==> src/rtl/decoder_pkg.sv <==
// Shared encodings for the sequenced one-hot decoder: operating modes seen on
// the mode port and the controller state encoding.
package decoder_pkg;

    typedef enum logic [1:0] {
        MODE_DIRECT  = 2'b00,
        MODE_SCAN_UP = 2'b01,
        MODE_SCAN_DN = 2'b10,
        MODE_SWEEP   = 2'b11
    } mode_e;

    typedef enum logic [1:0] {
        ST_IDLE   = 2'b00,
        ST_DIRECT = 2'b01,
        ST_SCAN   = 2'b10,
        ST_SWEEP  = 2'b11
    } state_e;

endpackage

==> src/rtl/decoder_dwell_timer.sv <==
// Dwell timer: counts run cycles and flags the last cycle of each DWELL-long
// interval; the count wraps to zero on expiry so every index starts fresh.
module decoder_dwell_timer #(
    parameter int DWELL = 4
) (
    input  logic clk,
    input  logic rst,
    input  logic clear,
    input  logic run,
    output logic expire
);

    localparam int CNT_W = $clog2(DWELL + 1);
    localparam logic [CNT_W-1:0] LAST = CNT_W'(DWELL - 1);

    logic [CNT_W-1:0] cnt;

    always_ff @(posedge clk or posedge rst) begin
        if (rst) begin
            cnt <= '0;
        end else if (clear) begin
            cnt <= '0;
        end else if (run) begin
            cnt <= (cnt == LAST) ? '0 : cnt + CNT_W'(1);
        end
    end

    assign expire = run && !clear && (cnt == LAST);

endmodule

==> src/rtl/decoder_seq.sv <==
// Sequenced one-hot decoder: direct decode, up/down scanning and a one-shot
// sweep with busy/done handshake. All outputs are registered.
module decoder_seq
    import decoder_pkg::*;
#(
    parameter int SEL_W = 3,
    parameter int DWELL = 4
) (
    input  logic                  clk,
    input  logic                  rst,
    input  logic                  en,
    input  logic [1:0]            mode,
    input  logic [SEL_W-1:0]      sel,
    input  logic                  start,
    output logic [2**SEL_W-1:0]   y,
    output logic [SEL_W-1:0]      idx,
    output logic                  busy,
    output logic                  done
);

    localparam int OUT_W = 2**SEL_W;

    state_e             state, state_next;
    mode_e              mode_q, mode_next, mode_in;
    logic [SEL_W-1:0]   idx_next;
    logic [OUT_W-1:0]   y_next;
    logic               busy_next, done_next, y_on;
    logic               entry, run, clear, expire;

    assign mode_in = mode_e'(mode);

    // A mode is (re)entered after reset, after en was low, or on any mode change.
    assign entry = (state == ST_IDLE) || (mode_in != mode_q);
    assign run   = en && !entry && ((state == ST_SCAN) || (state == ST_SWEEP && busy));
    assign clear = !run;

    decoder_dwell_timer #(
        .DWELL (DWELL)
    ) u_dwell (
        .clk    (clk),
        .rst    (rst),
        .clear  (clear),
        .run    (run),
        .expire (expire)
    );

    always_ff @(posedge clk or posedge rst) begin
        if (rst) begin
            state  <= ST_IDLE;
            mode_q <= MODE_DIRECT;
            y      <= '0;
            idx    <= '0;
            busy   <= 1'b0;
            done   <= 1'b0;
        end else begin
            state  <= state_next;
            mode_q <= mode_next;
            y      <= y_next;
            idx    <= idx_next;
            busy   <= busy_next;
            done   <= done_next;
        end
    end

    always_comb begin
        state_next = state;
        mode_next  = mode_q;
        idx_next   = idx;
        busy_next  = busy;
        done_next  = 1'b0;
        y_on       = 1'b0;

        if (!en) begin
            state_next = ST_IDLE;
            busy_next  = 1'b0;
        end else begin
            mode_next = mode_in;
            case (mode_in)
                MODE_DIRECT: begin
                    state_next = ST_DIRECT;
                    busy_next  = 1'b0;
                    idx_next   = sel;
                    y_on       = 1'b1;
                end
                MODE_SCAN_UP, MODE_SCAN_DN: begin
                    state_next = ST_SCAN;
                    busy_next  = 1'b0;
                    y_on       = 1'b1;
                    if (entry) begin
                        idx_next = (mode_in == MODE_SCAN_UP) ? '0 : '1;
                    end else if (expire) begin
                        idx_next = (mode_in == MODE_SCAN_UP) ? idx + SEL_W'(1)
                                                             : idx - SEL_W'(1);
                    end
                end
                default: begin
                    state_next = ST_SWEEP;
                    if (entry || !busy) begin
                        // Sweep armed: a start launches at index 0 on the next cycle.
                        busy_next = 1'b0;
                        if (start) begin
                            busy_next = 1'b1;
                            idx_next  = '0;
                            y_on      = 1'b1;
                        end
                    end else begin
                        y_on = 1'b1;
                        if (expire) begin
                            if (&idx) begin
                                busy_next = 1'b0;
                                done_next = 1'b1;
                                y_on      = 1'b0;
                            end else begin
                                idx_next = idx + SEL_W'(1);
                            end
                        end
                    end
                end
            endcase
        end

        y_next = y_on ? (OUT_W'(1) << idx_next) : '0;
    end

endmodule

==> config.mk <==
export PLATFORM = sky130hd
export DESIGN_NAME = decoder_seq
export DESIGN_NICKNAME = d
export VERILOG_FILES = /design/src/rtl/decoder_pkg.sv /design/src/rtl/decoder_dwell_timer.sv /design/src/rtl/decoder_seq.sv
export SDC_FILE = /design/constraint.sdc
export NUM_CORES = 1
export LEC_CHECK = 0
export BUFFER_PORTS_ARGS = -buffer_cell sky130_fd_sc_hd__clkbuf_2
export CAP_MARGIN = 0
export CELL_PAD_IN_SITES_DETAIL_PLACEMENT = 1
export CELL_PAD_IN_SITES_GLOBAL_PLACEMENT = 1
export CORE_MARGIN = 4
export CORE_UTILIZATION = 42
export CTS_CLUSTER_DIAMETER = 100
export DETAILED_ROUTE_END_ITERATION = 10
export GPL_TIMING_DRIVEN = 0
export PLACE_DENSITY = 0.8
export SETUP_SLACK_MARGIN = 0.4
export SKIP_CTS_REPAIR_TIMING = 1
export SLEW_MARGIN = 20
export SYNTH_ARGS = -nofsm -noshare
export SYNTH_HDL_FRONTEND = slang
export SYNTH_HIERARCHICAL = 1
export SYNTH_SLANG_ARGS = --single-unit
==> constraint.sdc <==
create_clock -name clk -period 3.7 [get_ports clk]
set_input_delay 0.37 -clock clk [delete_from_list [all_inputs] [get_ports clk]]
set_output_delay 0.37 -clock clk [all_outputs]
set_load 0.02 [all_outputs]
==> flow_summary.yaml <==
worst_hold_path:
  hold_end: "mode_q[1]"
  hold_path_depth: 2
  holdCritStartpoint: "mode[1]"
  hold_path.class: "in2reg"
power:
  pwr-share-seq_pct: 43.6
  p_comb_share_pct: 24.8
  internal-power_w: 0.000398
  clkPwrFrac_pct: 31.5
  p_sw_w: 0.000184
  vdd_drop_max_uv: 234
  leakage_nw: 0.739
  power_density_nw_per_um2: 391
  swShare_pct: 31.6
cells_and_area:
  num-nets-final: 174
  final_layout_size_suffix_gt1_share_pct: 25.2
  syn_to_final_growth_pct: 20.9
  diodes: 0
place:
  place_congestion: 0.848
  dp_hpwl_um: 2410
  portBuffers: 20
synthesis:
  ys.flop_type: "dfrtp_1"
  synth-adder-area-share_pct: 9.15
  synth_top_area_cell: "dfrtp_1"
  async_flop_share_pct: 100
  syn_nets: 145
  synth_warnings: 6
  synth_top_family_by_area: "simple AND/OR/NAND/NOR gates"
  synth_top_area_share_pct: 40.7
  synth-simple-area-share_pct: 22.8
  synth_compound_area_share_pct: 14.9
  synth-xor-area-share_pct: 2.85
  ys_ff_latch: 20
  ys_seq_area_share_pct: 40.7
  synth_edf_count: 0
  ys_types: 43
  synth_area_sq_um: 1230
  yosys-mux-area-fraction_pct: 5.08
  synth_area_leaders: "dfrtp_1 (41%), ha_1 (9.1%), inv_1 (4.3%)"
  syn_inst: 127
  synth_most_common_cell: "dfrtp_1"
  syn-mean-instance-area_sq_um: 9.69
  synth_top_cells_by_count: "dfrtp_1 (20), inv_1 (14), ha_1 (9), nand2_1 (9), nor2_1 (8)"
route:
  drt_drc_violations_left: 0
  routedWlPerCell_um: 16.8
  via_count: 1054
  dr.pass1.iters: 4
  routed_wl_um: 3120
  drt_iter0_markers: 34
  viasPerCell: 5.67
  ant_nets: 0
critical_path:
  endpoint_kind: "register"
  rr_startpoint: "mode_q[1]"
  crit_type: "reg2reg"
  r2r_cells: 12
  path_cells: "xor2_1 > nor3_2 > o2111ai_4 > inv_2 > nand2_1 > nor3_4 > inv_1 > a41o_1 > a21oi_2 > a21boi_1 > or4b_4 > nor3b_1"
  max_stage_delay_ns: 0.57
  crit_arrival_ns: 3.31
  crit_required_ns: 3.93
  crit_slowest_cell: "or4b_4"
  path_max_fanout: 6
  reg2reg_to: "y[3]"
  startpoint_type: "register"
  r2r_setup_slack_ns: 0.62
timing:
  holdWs_ns: 0.397
  relSlewSlack_pct: 56.8
  skew_ns: 0.00693
  timing.final.crit_share_pct: 83.1
  setup_viol: 0
  fmax_mhz: 325
  slew_viol_final: 0
  worst_slew_pin_slew_ns: 0.648
  min_period_ns: 3.08
  final.setup.tns_ns: 0
  rsz0062_at_grt: "false"
  hold_violations: 0
clocking:
  cts.sink_count: 20
  htree_levels: 1
  cts_tree: "yes"
  clk_pin_slew_ns: 0.12
  clk_latency_ns: 0.31
  cts.path.max_buffers: 2
  cts_buffers: 3
  root_buffer: "clkbuf_4"
floorplan:
  initial_core_util_pct: 44.3
  ios: 22
  rows: 19
  design.die.area_sq_um: 3860
  core_area_sq_um: 2780
  die_w_um: 62.1
  die_y_um: 62.1
global_routing:
  grt_pass1_wl_um: 5540
  antenna_found_initial: 0
  grt-ovfl-total: 0
  grt_pass1_vias: 1104
  grt_start_max_net_pins: 18
  grt_usage_pct: 17.7
status:
  status: "complete, no violations"
flow_run:
  cap_violations: 0
[layer usage]
| layer | vias up | share of wire (%) | track usage (%) |
|---|---|---|---|
| met5 | - | 0 | 0 |
| li1 | 505 | - | - |
| met4 | 0 | 1.5 | 6.50 |
| met3 | 5 | 2.8 | 3.60 |
| met2 | 13 | 51 | 29.1 |
| met1 | 531 | 45 | 22.7 |
[how the worst max path moves through the flow]
stage	cells past startpoint	start	endpoint	slack, ns
floorplan	12	mode_q[0]	y[1]	0.70
global placement	13	mode[0]	y[1]	0.11
global route	12	mode_q[1]	y[3]	0.36
CTS	12	mode_q[0]	y[3]	0.11
detailed placement	13	mode[0]	y[3]	0.02
finish	12	mode_q[1]	y[3]	0.62
[kinds of logic (layout without fill, tap and decap cells)]
kind of cell,Yosys count,in the layout
fa+ha+maj,9,9
buf+inv,15,43
mux,6,6
simple gates,48,48
compound gates,25,25
flops,20,20
xor+xnor,4,4
[layout by cell type (no fill, tap or decap), types with 3 or more instances in the layout]
cell type   n
and3b_1     4
clkbuf_4    3
nand2_1     9
mux2i_1     4
dfrtp_1    20
nor3_1      3
nor3b_1     4
inv_1      13
nor2_1      8
o21ai_0     6
nand2b_1    3
clkbuf_2   20
buf_4       3
ha_1        9
[layout make-up]
type | count | area (sq um)
buffer | 1 | 3.75
clock buffer | 3 | 22.5
clock inverter | 1 | 30.0
fill | 337 | 1290
inverter | 14 | 52.6
multi-input combinational | 92 | 708
sequential | 20 | 500
tap | 31 | 38.8
timing repair buffer | 24 | 133
[power by group through the flow]
stage	Sequential, W	Combinational [W]	Clock, W
final	0.000254	0.000145	0.000184
after floorplan	0.000266	0.0000825	0
after CTS	0.000254	0.000141	0.000188
after global placement	0.000256	0.000135	0
after global routing	0.000257	0.000163	0.000201
after detailed placement	0.000258	0.000140	0
[registers in the layout (all words and copies together) (netlist names)]
name and cells:
state 2, y 8, busy 1, idx 3
mode_q 2, u_dwell/cnt 3, done 1
[worst max-delay path, delay by kind of cell (launching register included)]
family / cells / cell delay [ns]
AO/OA/AOI/OAI: 4 / 0.67
buffers and inverters: 2 / 0.27
XOR/XNOR: 1 / 0.19
flip-flops: 1 / 0.44
AND/OR/NAND/NOR: 5 / 1.43
[metrics by stage]
step                      cell area, sq um  cells  util (%)  setup WS [ns]  power, W
final                                 1490    186      53.5          0.624  0.000582
after global routing                  1490    186      53.5          0.357  0.000621
after CTS                             1420    182      51.1          0.113  0.000583
after detailed placement              1370    178      49.3         0.0228  0.000397
after global placement                1370    178      49.3          0.112  0.000391
after floorplan                       1230    127         -          0.704  0.000349
Power figures use the tool's default switching activity.
